--- src/rtl/bin_pool_pkg.sv ---
// Shared types and geometry helpers for the binarize/max-pool stage and the conv stage feeding it.
package bin_pool_pkg;

    typedef enum logic [1:0] {
        IDLE = 2'd0,
        RUN  = 2'd1,
        DONE = 2'd2
    } fsm_e;

    // Input feature-map widths of the two layers
    localparam int NI_L1 = 28;
    localparam int NI_L2 = 12;

    // Valid conv outputs per row for an Ni-wide input and KxK kernel
    function automatic int conv_w(input int ni, input int k);
        return ni - k + 1;
    endfunction

    function automatic int pool_w(input int ni, input int k, input int p);
        return conv_w(ni, k) / p;
    endfunction

endpackage

--- src/rtl/bin_pool_if.sv ---
// Stream-in / pooled-pixel-out signal bundle of bin_pool.
interface bin_pool_if;
    logic              start;
    logic              state;
    logic signed [4:0] threshold;
    logic signed [4:0] din;
    logic              ivalid;
    logic              pool_out;
    logic              pool_valid;
    logic              pool_done;
    logic              frame_err;

    modport master (
        output start, state, threshold, din, ivalid,
        input  pool_out, pool_valid, pool_done, frame_err
    );

    modport slave (
        input  start, state, threshold, din, ivalid,
        output pool_out, pool_valid, pool_done, frame_err
    );
endinterface

--- src/rtl/pool_rowbuf.sv ---
// One-bit-per-entry row buffer holding the horizontal OR pairs of the even conv row.
module pool_rowbuf #(
    parameter int DEPTH = 13,
    parameter int AW    = $clog2(DEPTH)
) (
    input  logic          clk,
    input  logic          we,
    input  logic [AW-1:0] idx,
    input  logic          wdata,
    output logic          rdata
);

    logic [DEPTH-1:0] mem_q, mem_d;

    // Writes happen on even rows and reads on odd rows, so no bypass is needed
    always_comb begin
        mem_d = mem_q;
        if (we) mem_d[idx] = wdata;
    end

    always_ff @(posedge clk) begin
        mem_q <= mem_d;
    end

    assign rdata = mem_q[idx];

endmodule

--- src/rtl/bin_pool.sv ---
// Binarizes the conv stream against a threshold and 2x2 OR-pools it in raster order.
module bin_pool
    import bin_pool_pkg::*;
#(
    parameter int K = 3,
    parameter int P = 2
) (
    input logic       clk,
    input logic       rstn,
    bin_pool_if.slave bus
);

    localparam int W1  = conv_w(NI_L1, K);
    localparam int W2  = conv_w(NI_L2, K);
    localparam int PW1 = pool_w(NI_L1, K, P);
    localparam int CW  = $clog2(W1);
    localparam int AW  = $clog2(PW1);

    fsm_e          fsm_q, fsm_d;
    logic [CW-1:0] col_q, col_d;
    logic [CW-1:0] row_q, row_d;
    logic          pair_lo_q, pair_lo_d;
    logic          lyr_q, lyr_d;
    logic          pool_out_q, pool_out_d;
    logic          pool_valid_q, pool_valid_d;
    logic          pool_done_q, pool_done_d;
    logic          frame_err_q, frame_err_d;

    logic          b, h;
    logic [CW-1:0] w_last;
    logic          col_last, row_last;
    logic          rb_we, rb_rdata;

    assign b        = (bus.din >= bus.threshold);
    assign h        = pair_lo_q | b;
    assign w_last   = lyr_q ? CW'(W2 - 1) : CW'(W1 - 1);
    assign col_last = (col_q == w_last);
    assign row_last = (row_q == w_last);
    assign rb_we    = (fsm_q == RUN) && bus.start && bus.ivalid && col_q[0] && !row_q[0];

    pool_rowbuf #(.DEPTH(PW1), .AW(AW)) u_rowbuf (
        .clk   (clk),
        .we    (rb_we),
        .idx   (col_q[AW:1]),
        .wdata (h),
        .rdata (rb_rdata)
    );

    always_comb begin
        fsm_d        = fsm_q;
        col_d        = col_q;
        row_d        = row_q;
        pair_lo_d    = pair_lo_q;
        lyr_d        = lyr_q;
        pool_out_d   = 1'b0;
        pool_valid_d = 1'b0;
        pool_done_d  = 1'b0;
        frame_err_d  = frame_err_q;

        if (!bus.start) begin
            fsm_d     = IDLE;
            col_d     = '0;
            row_d     = '0;
            pair_lo_d = 1'b0;
        end else begin
            unique case (fsm_q)
                IDLE: begin
                    fsm_d       = RUN;
                    lyr_d       = bus.state;
                    frame_err_d = 1'b0;
                    col_d       = '0;
                    row_d       = '0;
                    pair_lo_d   = 1'b0;
                end
                RUN: begin
                    if (bus.ivalid) begin
                        if (!col_q[0]) begin
                            pair_lo_d = b;
                        end else if (row_q[0]) begin
                            pool_valid_d = 1'b1;
                            pool_out_d   = rb_rdata | h;
                        end
                        if (col_last) begin
                            col_d = '0;
                            if (row_last) begin
                                row_d = '0;
                                fsm_d = DONE;
                            end else begin
                                row_d = row_q + 1'b1;
                            end
                        end else begin
                            col_d = col_q + 1'b1;
                        end
                    end
                end
                DONE: begin
                    // Only the first DONE cycle sees the final pixel's valid still registered
                    pool_done_d = pool_valid_q;
                    if (bus.ivalid) frame_err_d = 1'b1;
                end
                default: fsm_d = IDLE;
            endcase
        end
    end

    always_ff @(posedge clk) begin
        if (!rstn) begin
            fsm_q        <= IDLE;
            col_q        <= '0;
            row_q        <= '0;
            pair_lo_q    <= 1'b0;
            lyr_q        <= 1'b0;
            pool_out_q   <= 1'b0;
            pool_valid_q <= 1'b0;
            pool_done_q  <= 1'b0;
            frame_err_q  <= 1'b0;
        end else begin
            fsm_q        <= fsm_d;
            col_q        <= col_d;
            row_q        <= row_d;
            pair_lo_q    <= pair_lo_d;
            lyr_q        <= lyr_d;
            pool_out_q   <= pool_out_d;
            pool_valid_q <= pool_valid_d;
            pool_done_q  <= pool_done_d;
            frame_err_q  <= frame_err_d;
        end
    end

    assign bus.pool_out   = pool_out_q;
    assign bus.pool_valid = pool_valid_q;
    assign bus.pool_done  = pool_done_q;
    assign bus.frame_err  = frame_err_q;

endmodule

--- src/flat_wrapper.sv ---
// flat-port wrapper written by rule: the top's interface ports become plain ports
module bin_pool_flat import bin_pool_pkg::*;
#(
    parameter int K = 3,
    parameter int P = 2
)
  (clk, rstn, bus_start, bus_state, bus_threshold, bus_din, bus_ivalid, bus_pool_out, bus_pool_valid, bus_pool_done, bus_frame_err);
  bin_pool_if bus_i ();
  input logic clk;
  input logic rstn;
  input wire logic [$bits(bus_i.start)-1:0] bus_start;
  input wire logic [$bits(bus_i.state)-1:0] bus_state;
  input wire logic [$bits(bus_i.threshold)-1:0] bus_threshold;
  input wire logic [$bits(bus_i.din)-1:0] bus_din;
  input wire logic [$bits(bus_i.ivalid)-1:0] bus_ivalid;
  output wire logic [$bits(bus_i.pool_out)-1:0] bus_pool_out;
  output wire logic [$bits(bus_i.pool_valid)-1:0] bus_pool_valid;
  output wire logic [$bits(bus_i.pool_done)-1:0] bus_pool_done;
  output wire logic [$bits(bus_i.frame_err)-1:0] bus_frame_err;
  assign bus_i.start = bus_start;
  assign bus_i.state = bus_state;
  assign bus_i.threshold = bus_threshold;
  assign bus_i.din = bus_din;
  assign bus_i.ivalid = bus_ivalid;
  assign bus_pool_out = bus_i.pool_out;
  assign bus_pool_valid = bus_i.pool_valid;
  assign bus_pool_done = bus_i.pool_done;
  assign bus_frame_err = bus_i.frame_err;
  bin_pool #(.K(K), .P(P)) u_core (.clk(clk), .rstn(rstn), .bus(bus_i));
endmodule
--- config.mk ---
export PLATFORM = sky130hd
export DESIGN_NAME = bin_pool_flat
export DESIGN_NICKNAME = d
export VERILOG_FILES = /design/src/rtl/bin_pool_pkg.sv /design/src/rtl/bin_pool_if.sv /design/src/rtl/pool_rowbuf.sv /design/src/rtl/bin_pool.sv /design/src/flat_wrapper.sv
export SDC_FILE = /design/constraint.sdc
export NUM_CORES = 1
export LEC_CHECK = 0
export ABC_AREA = 1
export BUFFER_PORTS_ARGS = -buffer_cell sky130_fd_sc_hd__buf_2
export CORE_AREA = 2 2 61 63
export DETAILED_ROUTE_END_ITERATION = 8
export DIE_AREA = 0 0 63 65
export PLACE_DENSITY = 0.84
export SLEW_MARGIN = 5
export SYNTH_ARGS = -nofsm -noshare
export SYNTH_HDL_FRONTEND = slang
export SYNTH_HIERARCHICAL = 1
export SYNTH_SLANG_ARGS = --single-unit
--- constraint.sdc ---
create_clock -name clk -period 1.7 [get_ports clk]
set_clock_uncertainty 0.15 [all_clocks]
set_input_delay 0.255 -clock clk [delete_from_list [all_inputs] [get_ports clk]]
set_output_delay 0.255 -clock clk [all_outputs]
set_load 0.01 [all_outputs]
### Yosys cells after proc, flatten, opt, wreduce, memory -nomap -nowiden

Index checks and enable logic that the tools add are counted.

| operators by class | value |
|---|---|
| reduce and logical (&&, ||, !) cells | 19 |
| muxes and demuxes | 23 |
| magnitude comparators | 3 |
| bitwise operators | 3 |
| add/subtract/negate cells | 2 |
| equality and inequality tests | 9 |

Operators with widths:

| operator | number |
|---|---|
| $mux 5 | 6 |
| $pmux 5 s2 | 2 |
| $bwmux 13 | 1 |
| $reduce_and 3->1 | 4 |
| $add 5x1->5 const B | 2 |
| $eq 5x5->1 | 2 |
| $mux 1 | 6 |
| $mux 2 | 3 |
| $ne 2x2->1 const B | 3 |
| $pmux 2 s3 | 1 |
| $reduce_and 2->1 | 3 |
| $reduce_and 6->1 | 1 |
| $ge 5x5->1 | 1 |
| $logic_and 1x1->1 | 5 |
| $lt 4x5->1 const B | 1 |
| $reduce_and 5->1 | 1 |
| $bmux 1 s4 | 1 |
| $demux 1 s4 | 1 |
| $ge 4x1->1 const B | 1 |
| $ne 2x1->1 const B | 2 |
| $pmux 1 s2 | 2 |
| $reduce_and 4->1 | 1 |
| $reduce_bool 2->1 | 2 |
| $eq 2x1->1 const B | 1 |
| other kinds (5) | 6 |

| word-level totals | value |
|---|---|
| output and inout bits | 4 |
| bits in registers | 31 |
| logic and storage cells | 69 |
| bits of input ports | 15 |

### Longest topological paths before layout

Gate-level depths: netlist of the first run.

| depth | value |
|---|---|
| word-level depth | 6 |
| gate-level depth with buffers | 12 |
| mapped depth without buffers | 12 |

### Hierarchy

Netlist of the first run, hierarchy kept.

By module, submodules not included:

| module | instances | seq. area each (um2) | area an instance (um2) | cells each |
|---|---|---|---|---|
| bin_pool | 1 | 360.3 | 1078.5 | 147 |
| pool_rowbuf | 1 | 390.4 | 649.4 | 76 |

### Least setup slack after synthesis of the first run

Ideal clock, no wire load.

| timing path | value |
|---|---|
| kind | in2reg |
| start | input bus_threshold[4] |
| end | register u_core.u_rowbuf.mem_q[0] (data pin) |
| setup time | 365 ps |
| data required time | 1185 ps |
| buffers on the path | 0 |
| setup slack | -19 ps |
| cell stages on the path | 7 |
| arrival time | 1203 ps |
| path through | inv_1 -> ha_1 -> nand2_1 -> nor2_1 -> nand2_1 -> nand4_1 -> nand4_1 |

| between the ends | value |
|---|---|
| longest elaborated chain between the ends | 3 |

Ends and longest elaborated chain:

| what | line | source |
|---|---|---|
| start, declared | flat_wrapper.sv:13 | `input wire logic [$bits(bus_i.threshold)-1:0] bus_threshold;` |
| $ge 5x5->1 | bin_pool.sv:34 | `assign b = (bus.din >= bus.threshold);` |
| $or 1x1->1 | bin_pool.sv:35 | `assign h = pair_lo_q \| b;` |
| named net u_core.h | bin_pool.sv:29 | `logic b, h;` |
| $bwmux 13 | pool_rowbuf.sv:18 | `if (we) mem_d[idx] = wdata;` |
| end signal, assigned | pool_rowbuf.sv:22 | `mem_q <= mem_d;` |
| end, declared | pool_rowbuf.sv:13 | `logic [DEPTH-1:0] mem_q, mem_d;` |

The timed path passes the listed nets, and every way through them passes these cells.
A chain may end at the register's enable or synchronous reset.

### Worst setup path in the final report of the first run

| timing path | value |
|---|---|
| start | register u_core.col_q[4] |
| end | register u_core.row_q[1] |

| between the ends | value |
|---|---|
| longest elaborated chain between the ends | 3 |

Ends and longest elaborated chain:

| what | line | source |
|---|---|---|
| start, declared | bin_pool.sv:20 | `logic [CW-1:0] col_q, col_d;` |
| start signal, assigned | bin_pool.sv:119 | `col_q <= col_d;` |
| $eq 5x5->1 | bin_pool.sv:37 | `assign col_last = (col_q == w_last);` |
| $ne 2x1->1 (no source line) | -- |  |
| $reduce_and 3->1 (no source line) | -- |  |
| end signal, assigned | bin_pool.sv:120 | `row_q <= row_d;` |
| end, declared | bin_pool.sv:21 | `logic [CW-1:0] row_q, row_d;` |

Every way passes these cells.

==> metrics.txt, run 1 <==
outcome=complete, no violations; Ports=19; width of the chip=about 63 µm; XOR/XNOR share of the synthesized area=under 10%; R2R depth=6; initial drt markers=33; Bufs on Longest Clock Path=2; share of layout cells above drive strength 1=between 20% and 30%; FMAX=between 0.6 and 0.7 GHz; pwr dens=760 nW/µm²; Area growth syn-to-layout=16.2%; fin cells=approximately 300; worst min path class=primary input to register; Mean Syn Cell Area=a little under 8 µm²; largest family of logic cells by synthesized area=simple AND/OR/NAND/NOR gates; cts bufs inserted=5; Layout Nets=277; Crit. End Element=register; commonest non-fill, non-tap cell in the layout=nand2_1; Data required, critical path=about 1800 ps; fillcell total=~320; RSZ-0062 raised after global routing=no; length of routed wiring on met1=roughly 1.4 mm; Hold Crit Depth=3; die area=between 4000 and 5000 µm²; Setup-failing EPs final=0; met3 wire length=approximately 81 µm; drt pass-1 iters=4; worst skew pair latency=320 ps; vias in the first global route=between 1000 and 1500; Root Buffer=clkbuf_4; ANT cells=0; Post-synth EDFFs=13; complex-gate fraction of the synthesized area=5.58%; Placer Congestion=slightly below 0.8; fraction of registers with async set/reset=0%; PnR Total Power=around 1.5 mW; first-pass GRT wire length=between 5 and 6 mm; simple-gate share of the synthesized area=approximately a third; FF-to-FF setup slack=120 ps; Yosys warning count=6; via count=between 1000 and 1500; post-synthesis cell type count=28; setup_tns=0 ps; DR top layer=met4; number of port buffers=18; hold path startpoint=bus_state; Worst-Margin Slew=between 400 and 500 ps; final core occ=between 50% and 60%; antenna violations before repair=0; CTS tree=done; Mapped Nets=between 200 and 250; routed wire length=approximately 3.2 mm; All-Layer GR Usage=approximately 17%; final worst slack=117 ps; Rel. slew slack=between 70% and 80%; Leak=0.914 nW; commonest non-fill, non-tap cells in the layout=nand2_1, nor2_1, inv_1, buf_2, dfxtp_1; DP HPWL=between 2 and 3 mm; global route total overflow=0; Synth Instances=~220; DRC viols=0; fin crit period=1580 ps; Final period util=between 90% and 100%; WHS Endpoint=u_core/lyr_q; Synth Area in Adders=between 6 and 7%; Setup WS pre-CTS=-53.6 ps; chip height=roughly 65 µm; post-DR wirelength/cell=approximately 11 µm; maxcap violations=0; reg-to-reg startpoint=u_core/col_q[4]; clk slew on worst S/H paths=approximately 100 ps; antenna-violating nets left=0; DP Cell Count=294; Final Hold Fails=0; FF-to-FF End=u_core/row_q[1]; H-tree Lvls=2; crit path kind=register to register; register area share after synthesis=between 40% and 50%; Critical Path Source Type=register; crit path DAT=roughly 1600 ps; Max Fanout on Critical Path=8; CTS Sinks=31; metal2 WL=around 1.7 mm; synthesized cell area=approximately 1700 µm²; # rows=22; Synth Flop Type=dfxtp_1; multiplexer area fraction after synthesis=0%; flops & latches, synth=31; Starting Density=49.4%; largest net degree at the start of global routing=15; Vias/cell=just under 5; peak supply drop=586 µV; Slew Viols, Final=0; Core Region=~3500 µm²
-- synthesized netlist by cell type (2+ instances only) --
cell type,n,share of area [%]
nand2_1,60,13
nor2_1,39,8.5
inv_1,28,6.1
dfxtp_1,18,21
edfxtp_1,13,23
nand3_1,13,3.8
ha_1,9,6.5
a21oi_1,5,1.4
nand2_2,4,1.4
nand4_1,4,1.4
nor3_1,4,1.2
o21ai_0,3,0.87
xor2_1,3,1.5
and3_1,2,0.72
inv_2,2,0.43
inv_6,2,1.0
nand2_8,2,2.3
o21ai_1,2,0.58
-- flip-flops by register name, summed over array words and instances (netlist names) --
signal and count:
u_core/bus.frame_err 1, u_core/fsm_q 2, u_core/col_q 5, u_core/row_q 5, u_core/pair_lo_q 1, u_core/bus.pool_out 1, u_core/u_rowbuf/mem_q 13, u_core/bus.pool_done 1
u_core/lyr_q 1, u_core/bus.pool_valid 1
-- through the flow --
| step | hold WS, ps | instance area [µm²] |
|---|---|---|
| 2_1_floorplan | 241 | 1740 |
| 3_3_place_gp | 323 | 1930 |
| 3_5_place_dp | 319 | 1930 |
| 4_1_cts | 25.3 | 2000 |
| 5_1_grt | 51.3 | 2010 |
| 6_report | 34.6 | 2010 |
-- area by class of cell --
cell class,count,area (µm²),area share [%]
tap,48,60.1,2.99
sequential,31,752,37.4
timing repair buffer,24,135,6.73
multi-input combinational,159,855,42.6
clock inverter,3,38.8,1.93
inverter,32,130,6.48
clock buffer,5,37.5,1.87
-- worst max path at each step --
stage | startpoint | end | slack (ps) | depth (start not counted)
floorplan | bus_threshold[4] | u_core/u_rowbuf/mem_q[0] | 20 | 7
CTS | u_core/col_q[0] | u_core/row_q[1] | 50 | 8
detailed placement | bus_threshold[4] | u_core/u_rowbuf/mem_q[7] | -50 | 9
finish | u_core/col_q[4] | u_core/row_q[1] | 120 | 6
global route | u_core/col_q[0] | u_core/row_q[1] | 30 | 8
global placement | bus_threshold[4] | u_core/u_rowbuf/mem_q[6] | 20 | 9
-- power breakdown --
part | internal, mW | switching (mW) | total [mW] | leakage, nW
Clock | 0.302 | 0.241 | 0.543 | 0.0426
Combinational | 0.0713 | 0.108 | 0.179 | 0.608
Sequential | 0.797 | 0.00739 | 0.804 | 0.263
-- worst max-delay path, stage by stage, from the launching register on --
cell and delay (ps):
dfxtp_1 490, xor2_1 200, nand2_1 90, nand2_2 130, nand2_8 80, o21ai_2 240, nor2_1 90
-- metal layers --
layer	up-vias	GRT usage, %
met3	6	3.47
met1	665	17.9
met2	16	31.8
met4	0	7.50
met5	-	0
li1	771	-
-- cells by family after synthesis --
kind of cell / Yosys count
AOI/OAI and AO/OA: 15
xor gates and xnor gates: 3
adders and majority gates: 9
buffers and inverters: 33
DFF: 31
and+or+nand+nor: 132
-- timing repair --
action	CTS	global route
hold buffers	0	0
buffers inserted	0	0
endpoints found under the setup margin	0	16
resized for setup	0	2
(Power assumes the default switching activity.)
==> run 2, diff against run 1 <==
--- a/config.mk
+++ b/config.mk
@@ -7,12 +7,11 @@
 export LEC_CHECK = 0
 export ABC_AREA = 1
 export BUFFER_PORTS_ARGS = -buffer_cell sky130_fd_sc_hd__buf_2
-export CORE_AREA = 2 2 61 63
+export CORE_AREA = 2 2 62 64
 export DETAILED_ROUTE_END_ITERATION = 8
-export DIE_AREA = 0 0 63 65
-export PLACE_DENSITY = 0.84
+export DIE_AREA = 0 0 64 66
+export PLACE_DENSITY = 0.83
 export SLEW_MARGIN = 5
 export SYNTH_ARGS = -nofsm -noshare
 export SYNTH_HDL_FRONTEND = slang
-export SYNTH_HIERARCHICAL = 1
 export SYNTH_SLANG_ARGS = --single-unit
==> run 2 against run 1 <==
Effect of this change:
- sequential share of layout area is 0.25 points lower
- cell count increased by 2.0%
- critical path depth rose by 2
- synthesized area is 2.2% higher
- worst setup slack lost 17 ps
- via count increased by 2.3%
- wire length increased by 1.5%
- utilization shrank 0.61 points
- final area increased by 0.50%
- sequential cell count did not move
- non-clock buffer count grew 1
- largest cell class unchanged
- highest routed layer unchanged
==> metrics.txt, run 2 <==
outcome=complete, no violations; DRC viols=0 (unchanged); Area growth syn-to-layout=14.2%; Int Pwr=1.01 mW (-13%); crit path DAT=1490 ps (-150 ps); number of port buffers=18 (unchanged); Gate power share=12.1% (+0.4 points); Final period util=94.1% (+1.0 points); CTS Sinks=31 (unchanged); DP HPWL=2.51 mm (-0.71%); Hold Crit Depth=3 (unchanged); Synth Flop Type=dfxtp_1; Post-synth top cells=nand2_1, inv_1, nor2_1; Biggest register=u_core.u_rowbuf.mem_q; flops & latches, synth=31 (unchanged); peak supply drop=623 µV (+6.2%); fillcell total=339 (+5.6%); Layout Nets=283 (+2.2%); All-Layer GR Usage=18.1% (+1.3 points); CTS tree=done; Placed Instance Area=1950 µm² (+1.0%); global route total overflow=0 (unchanged); post-synth top area share=22.1% (-0.50 points); CP Cell Sequence=inv_1 -> nor2_4 -> nand2_1 -> nor2_4 -> nand3_4 -> inv_2 -> nand2_2 -> nor2_1; top flop regs=u_core.u_rowbuf.mem_q (13), u_core.col_q (5), u_core.row_q (5); post-cts resize count=0 (unchanged); Setup WS pre-CTS=-44.2 ps (+9.36 ps); die area=4220 µm² (+3.2%); # rows=22 (unchanged); Leak=0.928 nW (+1.6%); Hold Buf Count CTS=0 (unchanged); clock network power share=28.7% (-6.9 points); largest net degree at the start of global routing=15 (unchanged); Vias/cell=4.84 (+0.34%); antenna-violating nets left=0 (unchanged); Area contributors post-synth=edfxtp_1, dfxtp_1, nand2_1, inv_1, ha_1; H-tree Lvls=2 (unchanged); Setup-failing EPs final=0 (unchanged); Critical Path Source Type=register; commonest non-fill, non-tap cells in the layout=nand2_1, inv_1, nor2_1, buf_2, dfxtp_1; final worst slack=100 ps (-17.1 ps); Rel. slew slack=75.9% (+5.2 points); WHS Endpoint=u_core.lyr_q; Starting Density=49.8% (+0.33 points); design area=2020 µm² (+0.50%); WP buf/inv=2 (+2); ANT cells=0 (unchanged); Mapped Nets=254 (+2.8%); CP top delay family=simple AND/OR/NAND/NOR gates; switching share of power=25.3% (+1.9 points); Post-synth EDFFs=13 (unchanged); Levels on crit path=8 (+2); share of layout cells above drive strength 1=20.8% (+0.69 points); CP max-delay cell=dfxtp_1; FF-to-FF End=u_core.u_rowbuf.mem_q[1]; post-synthesis cell type count=33 (+18%); via count=1492 (+2.3%); Net Sw Power=0.343 mW (-3.9%); max FFs per register=13 (unchanged); routed wire length=3.22 mm (+1.5%); register share of total power=59.2% (+6.5 points); crit path kind=register to register; synthesized cell area=1770 µm² (+2.2%); register area share after synthesis=42.5% (-0.95 points); Ports=19 (unchanged); post-DR wirelength/cell=10.5 µm (-0.43%); worst min path class=primary input to register; hold path startpoint=bus_state; first-pass GRT wire length=5.85 mm (+8.5%); Final Hold Fails=0 (unchanged); maxcap violations=0 (unchanged); PnR Total Power=1.36 mW (-11%); Crit. End Element=register; commonest non-fill, non-tap cell in the layout=nand2_1; Max Fanout on Critical Path=4 (-4); cell with the most instances after synthesis=nand2_1; Synth Instances=230 (+3.1%); chip height=66 µm (+1.5%); Yosys warning count=0 (-6); Root Buffer=clkbuf_4; vias in the first global route=1414 (+2.4%); fin crit period=1600 ps (+17.1 ps); Core Region=3550 µm² (+1.6%); Data required, critical path=1590 ps (-170 ps); initial drt markers=48 (+45%); Bufs on Longest Clock Path=2 (unchanged); Mean Syn Cell Area=7.68 µm² (-0.87%); R2R depth=8 (+2); Worst-Margin Slew=361 ps (-78.3 ps); drt pass-1 iters=4 (unchanged); clk slew on worst S/H paths=90 ps (about the same); FMAX=0.625 GHz (-1.1%); reg-to-reg startpoint=u_core.fsm_q[0]; Post-CTS Setup Repair Bufs=0 (unchanged); critical path's most frequent cell=nor2_4; FF-to-FF setup slack=100 ps (-20 ps); width of the chip=64 µm (+1.6%); setup_tns=0 ps (unchanged); cts bufs inserted=5 (unchanged); RSZ-0062 raised after global routing=yes; Placer Congestion=0.834 (+5.0%); fraction of registers with async set/reset=0% (unchanged); area leader, netlist=edfxtp_1; worst skew pair latency=330 ps (about the same); Slew Viols, Final=0 (unchanged); pwr dens=672 nW/µm² (-12%); antenna violations before repair=0 (unchanged); Worst path max stage delay=340 ps (-150 ps)
-- run 2: worst min-delay path: cells and delay by family --
kind / cells / cell delay, ps
buf+inv: 1 / 90
simple gates: 2 / 130
-- run 2: final cells by class --
class / instances / area (µm²) / area share (%)
clock inverters: 2 / 7.51 / 0.372
clock buffers: 6 / 41.3 / 2.05
multi-input cells: 159 / 867 / 43.0
inverters: 37 / 149 / 7.38
repair buffers: 25 / 143 / 7.07
well taps: 48 / 60.1 / 2.98
flip-flops and latches: 31 / 751 / 37.2
-- run 2: power groups by stage --
stage	clock (mW)	combinational, mW	sequential (mW)
6_report	0.389	0.164	0.803
5_1_grt	0.439	0.191	0.804
4_1_cts	0.401	0.165	0.803
3_5_place_dp	0	0.164	0.820
3_3_place_gp	0	0.158	0.820
2_1_floorplan	0	0.104	0.819
-- run 2: kinds of logic (layout without fill, tap and decap cells) --
kind of cell    after synthesis  in the layout  synth area share, %
xor+xnor                      2              2                 1.42
fa+ha+maj                     9              9                 6.37
buf+inv                      40             70                 9.63
flops                        31             31                 42.5
simple gates                125            125                 32.4
compound gates               23             23                 7.72
-- run 2: worst max-delay path by stage --
stage	startpoint	to
4_1_cts	u_core.fsm_q[0]	u_core.u_rowbuf.mem_q[1]
3_5_place_dp	bus_threshold[4]	u_core.u_rowbuf.mem_q[9]
6_report	u_core.fsm_q[0]	u_core.u_rowbuf.mem_q[1]
3_3_place_gp	bus_din[4]	u_core.u_rowbuf.mem_q[12]
2_1_floorplan	bus_threshold[4]	u_core.u_rowbuf.mem_q[0]
5_1_grt	u_core.fsm_q[0]	u_core.u_rowbuf.mem_q[3]
-- run 2: metal layers --
metal / vias to the layer above / global-route usage, % / share of wire [%]
met1: 669 / 21.4 / 46
met5: - / 0 / 0
li1: 798 / - / -
met2: 21 / 31.6 / 48
met3: 4 / 4.77 / 3.8
met4: 0 / 6.52 / 1.5
-- run 2: metrics by stage --
stage               util (%)  cells  hold slack, ps
finish                  56.8    308            24.7
global route            56.8    308            32.5
CTS                     56.2    308            19.2
detailed placement      54.9    300             330
global placement        54.9    300             343
floorplan                  -    230             241
==> run 3, diff against run 2 <==
==> constraint.sdc (replaced) <==
create_clock -name clk -period 1.7 [get_ports clk]
set_clock_uncertainty 0.15 [all_clocks]
set_input_delay 0 -clock clk [delete_from_list [all_inputs] [get_ports clk]]
set_output_delay 0 -clock clk [all_outputs]
set_load 0.01 [all_outputs]
==> run 3 against run 2 <==
Effect of this change:
- wire length up 8.2%
- first-iteration DRC count rose by 44%
- largest cell class unchanged
- via count up 3.6%
- maximum frequency shrank 4.2%
- clock power grew 2%
- clock-buffer cell count up 2
- critical path depth fell by 2
- register-to-register slack worse by 70 ps
- global-route usage is 1.3 points higher
==> metrics.txt, run 3 (synthesized netlist as in run 2, its figures left out) <==
outcome=complete, no violations; Final period util=98.3% (+4.1 points); crit path DAT=1520 ps (+30 ps); register share of total power=58.7% (-0.5 points); fin cells=313 (+1.6%); design area=2060 µm² (+2.2%); cts bufs inserted=5 (unchanged); commonest non-fill, non-tap cells in the layout=nand2_1, inv_1, nor2_1, buf_2, dfxtp_1; Data required, critical path=1550 ps (-40 ps); R2R depth=6 (-2); commonest non-fill, non-tap cell in the layout=nand2_1; Biggest register=u_core.u_rowbuf.mem_q; Setup-failing EPs final=0 (unchanged); FF-to-FF setup slack=30 ps (-70 ps); via count=1545 (+3.6%); FMAX=0.599 GHz (-4.2%); top flop regs=u_core.u_rowbuf.mem_q (13), u_core.col_q (5), u_core.row_q (5); vias in the first global route=1525 (+7.9%); Crit. End Element=register; CP max-delay cell=dfxtp_2; hold path startpoint=bus_din[0]; Layout Nets=288 (+1.8%); reg-to-reg startpoint=u_core.fsm_q[0]; width of the chip=64 µm (unchanged); Core Region=3550 µm² (unchanged); Critical Path Source Type=register; Worst path max stage delay=340 ps (about the same); Worst-Margin Slew=402 ps (+41.0 ps); DP Cell Count=298 (-0.67%); DRC viols=0 (unchanged); Leak=0.950 nW (+2.4%); final core occ=58.1% (+1.2 points); largest net degree at the start of global routing=15 (unchanged); Placer Congestion=0.772 (-7.4%); FF-to-FF End=u_core.u_rowbuf.mem_q[6]; CTS tree=done; die area=4220 µm² (unchanged); RSZ-0062 raised after global routing=yes; setup_tns=0 ps (unchanged); worst skew pair latency=330 ps (about the same); Int Pwr=1.03 mW (+1.6%); CTS Sinks=31 (unchanged); share of layout cells above drive strength 1=21.9% (+1.1 points); Net Sw Power=0.339 mW (-1.0%); post-DR wirelength/cell=11.1 µm (+6.5%); switching share of power=24.8% (-0.50 points); # rows=22 (unchanged); antenna-violating nets left=0 (unchanged); fin crit period=1670 ps (+70.5 ps); drt pass-1 iters=4 (unchanged); max FFs per register=13 (unchanged); Rel. slew slack=72.9% (-2.9 points); Root Buffer=clkbuf_4; global route total overflow=0 (unchanged); antenna violations before repair=0 (unchanged); Ports=19 (unchanged); Hold Crit Depth=6 (+3); Final Hold Fails=0 (unchanged); Bufs on Longest Clock Path=2 (unchanged); All-Layer GR Usage=19.4% (+1.3 points); Area growth syn-to-layout=16.7%; chip height=66 µm (unchanged); crit path kind=register to register; Starting Density=49.8% (unchanged); Placed Instance Area=1930 µm² (-0.77%); H-tree Lvls=2 (unchanged); clock network power share=29.0% (+0.3 points); Gate power share=12.3% (+0.2 points); fillcell total=334 (-1.5%); maxcap violations=0 (unchanged); initial drt markers=69 (+44%); clk slew on worst S/H paths=90 ps (about the same); WHS Endpoint=u_core.pair_lo_q; pwr dens=664 nW/µm² (-1.2%); Slew Viols, Final=0 (unchanged); peak supply drop=447 µV (-28%); CP Cell Sequence=inv_2 -> nor2_4 -> nand2_1 -> nor2_2 -> nand3_2 -> nor4_1; Vias/cell=4.94 (+1.9%); DP HPWL=2.54 mm (+1.0%); first-pass GRT wire length=6.27 mm (+7.2%); number of port buffers=18 (unchanged); worst min path class=primary input to register; ANT cells=0 (unchanged); Max Fanout on Critical Path=5 (+1); routed wire length=3.49 mm (+8.2%)
[run 3: changes by cell type in the layout (fill, tap and decap cells not counted), sizes merged]
cell | previous run | this run
clkinv | 3 | 1
dlygate4sd3 | 0 | 6
clkbuf | 6 | 8
buf | 25 | 24
[run 3: power by group through the flow]
stage               clock (mW)  combinational, mW  sequential (mW)
global route             0.446              0.194            0.805
global placement             0              0.153            0.820
detailed placement           0              0.158            0.820
finish                   0.397              0.168            0.803
CTS                      0.409              0.169            0.803
floorplan                    0              0.104            0.819
[run 3: how the worst max path moves through the flow]
stage / cells after the start / from / slack [ps] / end
finish: 6 / u_core.fsm_q[0] / 30 / u_core.u_rowbuf.mem_q[6]
global route: 8 / u_core.fsm_q[0] / -40 / u_core.u_rowbuf.mem_q[0]
CTS: 5 / u_core.fsm_q[0] / 80 / u_core.lyr_q
detailed placement: 6 / u_core.fsm_q[0] / 90 / u_core.u_rowbuf.mem_q[6]
global placement: 6 / u_core.fsm_q[0] / 130 / u_core.u_rowbuf.mem_q[10]
floorplan: 10 / u_core.col_q[1] / 180 / u_core.row_q[1]
[run 3: metal layers]
metal	up-vias	track usage [%]	share of wire [%]
met2	40	34.8	50
li1	801	-	-
met3	8	5.45	4.5
met5	-	0	0
met4	0	8.97	2.3
met1	696	21.2	43
[run 3: cell type report]
| type | count | area, µm² | share of cell area (%) |
|---|---|---|---|
| clock buffer | 8 | 48.8 | 2.37 |
| inverter | 37 | 149 | 7.22 |
| multi-input combinational | 159 | 856 | 41.5 |
| sequential | 31 | 753 | 36.5 |
| tap | 48 | 60.1 | 2.91 |
| timing repair buffer | 30 | 195 | 9.47 |
[run 3: timing repair]
| action | 4_1_cts | 5_1_grt |
|---|---|---|
| hold endpoints to repair | 12 | 0 |
| setup buffers | 0 | 1 |
| hold buffers | 6 | 0 |
| endpoints found under the setup margin | 0 | 13 |
| resized for setup | 0 | 7 |
[run 3: through the flow]
stage	hold slack [ps]	power [mW]	worst slack, ps
4_1_cts	41.8	1.38	76.7
3_3_place_gp	80.7	0.972	130
6_report	38.8	1.37	29.5
5_1_grt	94.7	1.44	-39.9
3_5_place_dp	93.0	0.978	93.1
2_1_floorplan	-14.3	0.923	175
[run 3: worst max-delay path: cells and delay by family (launching register included)]
kind / cells / cell delay [ps]
DFF: 1 / 340
and+or+nand+nor: 5 / 790
buffers and inverters: 1 / 60
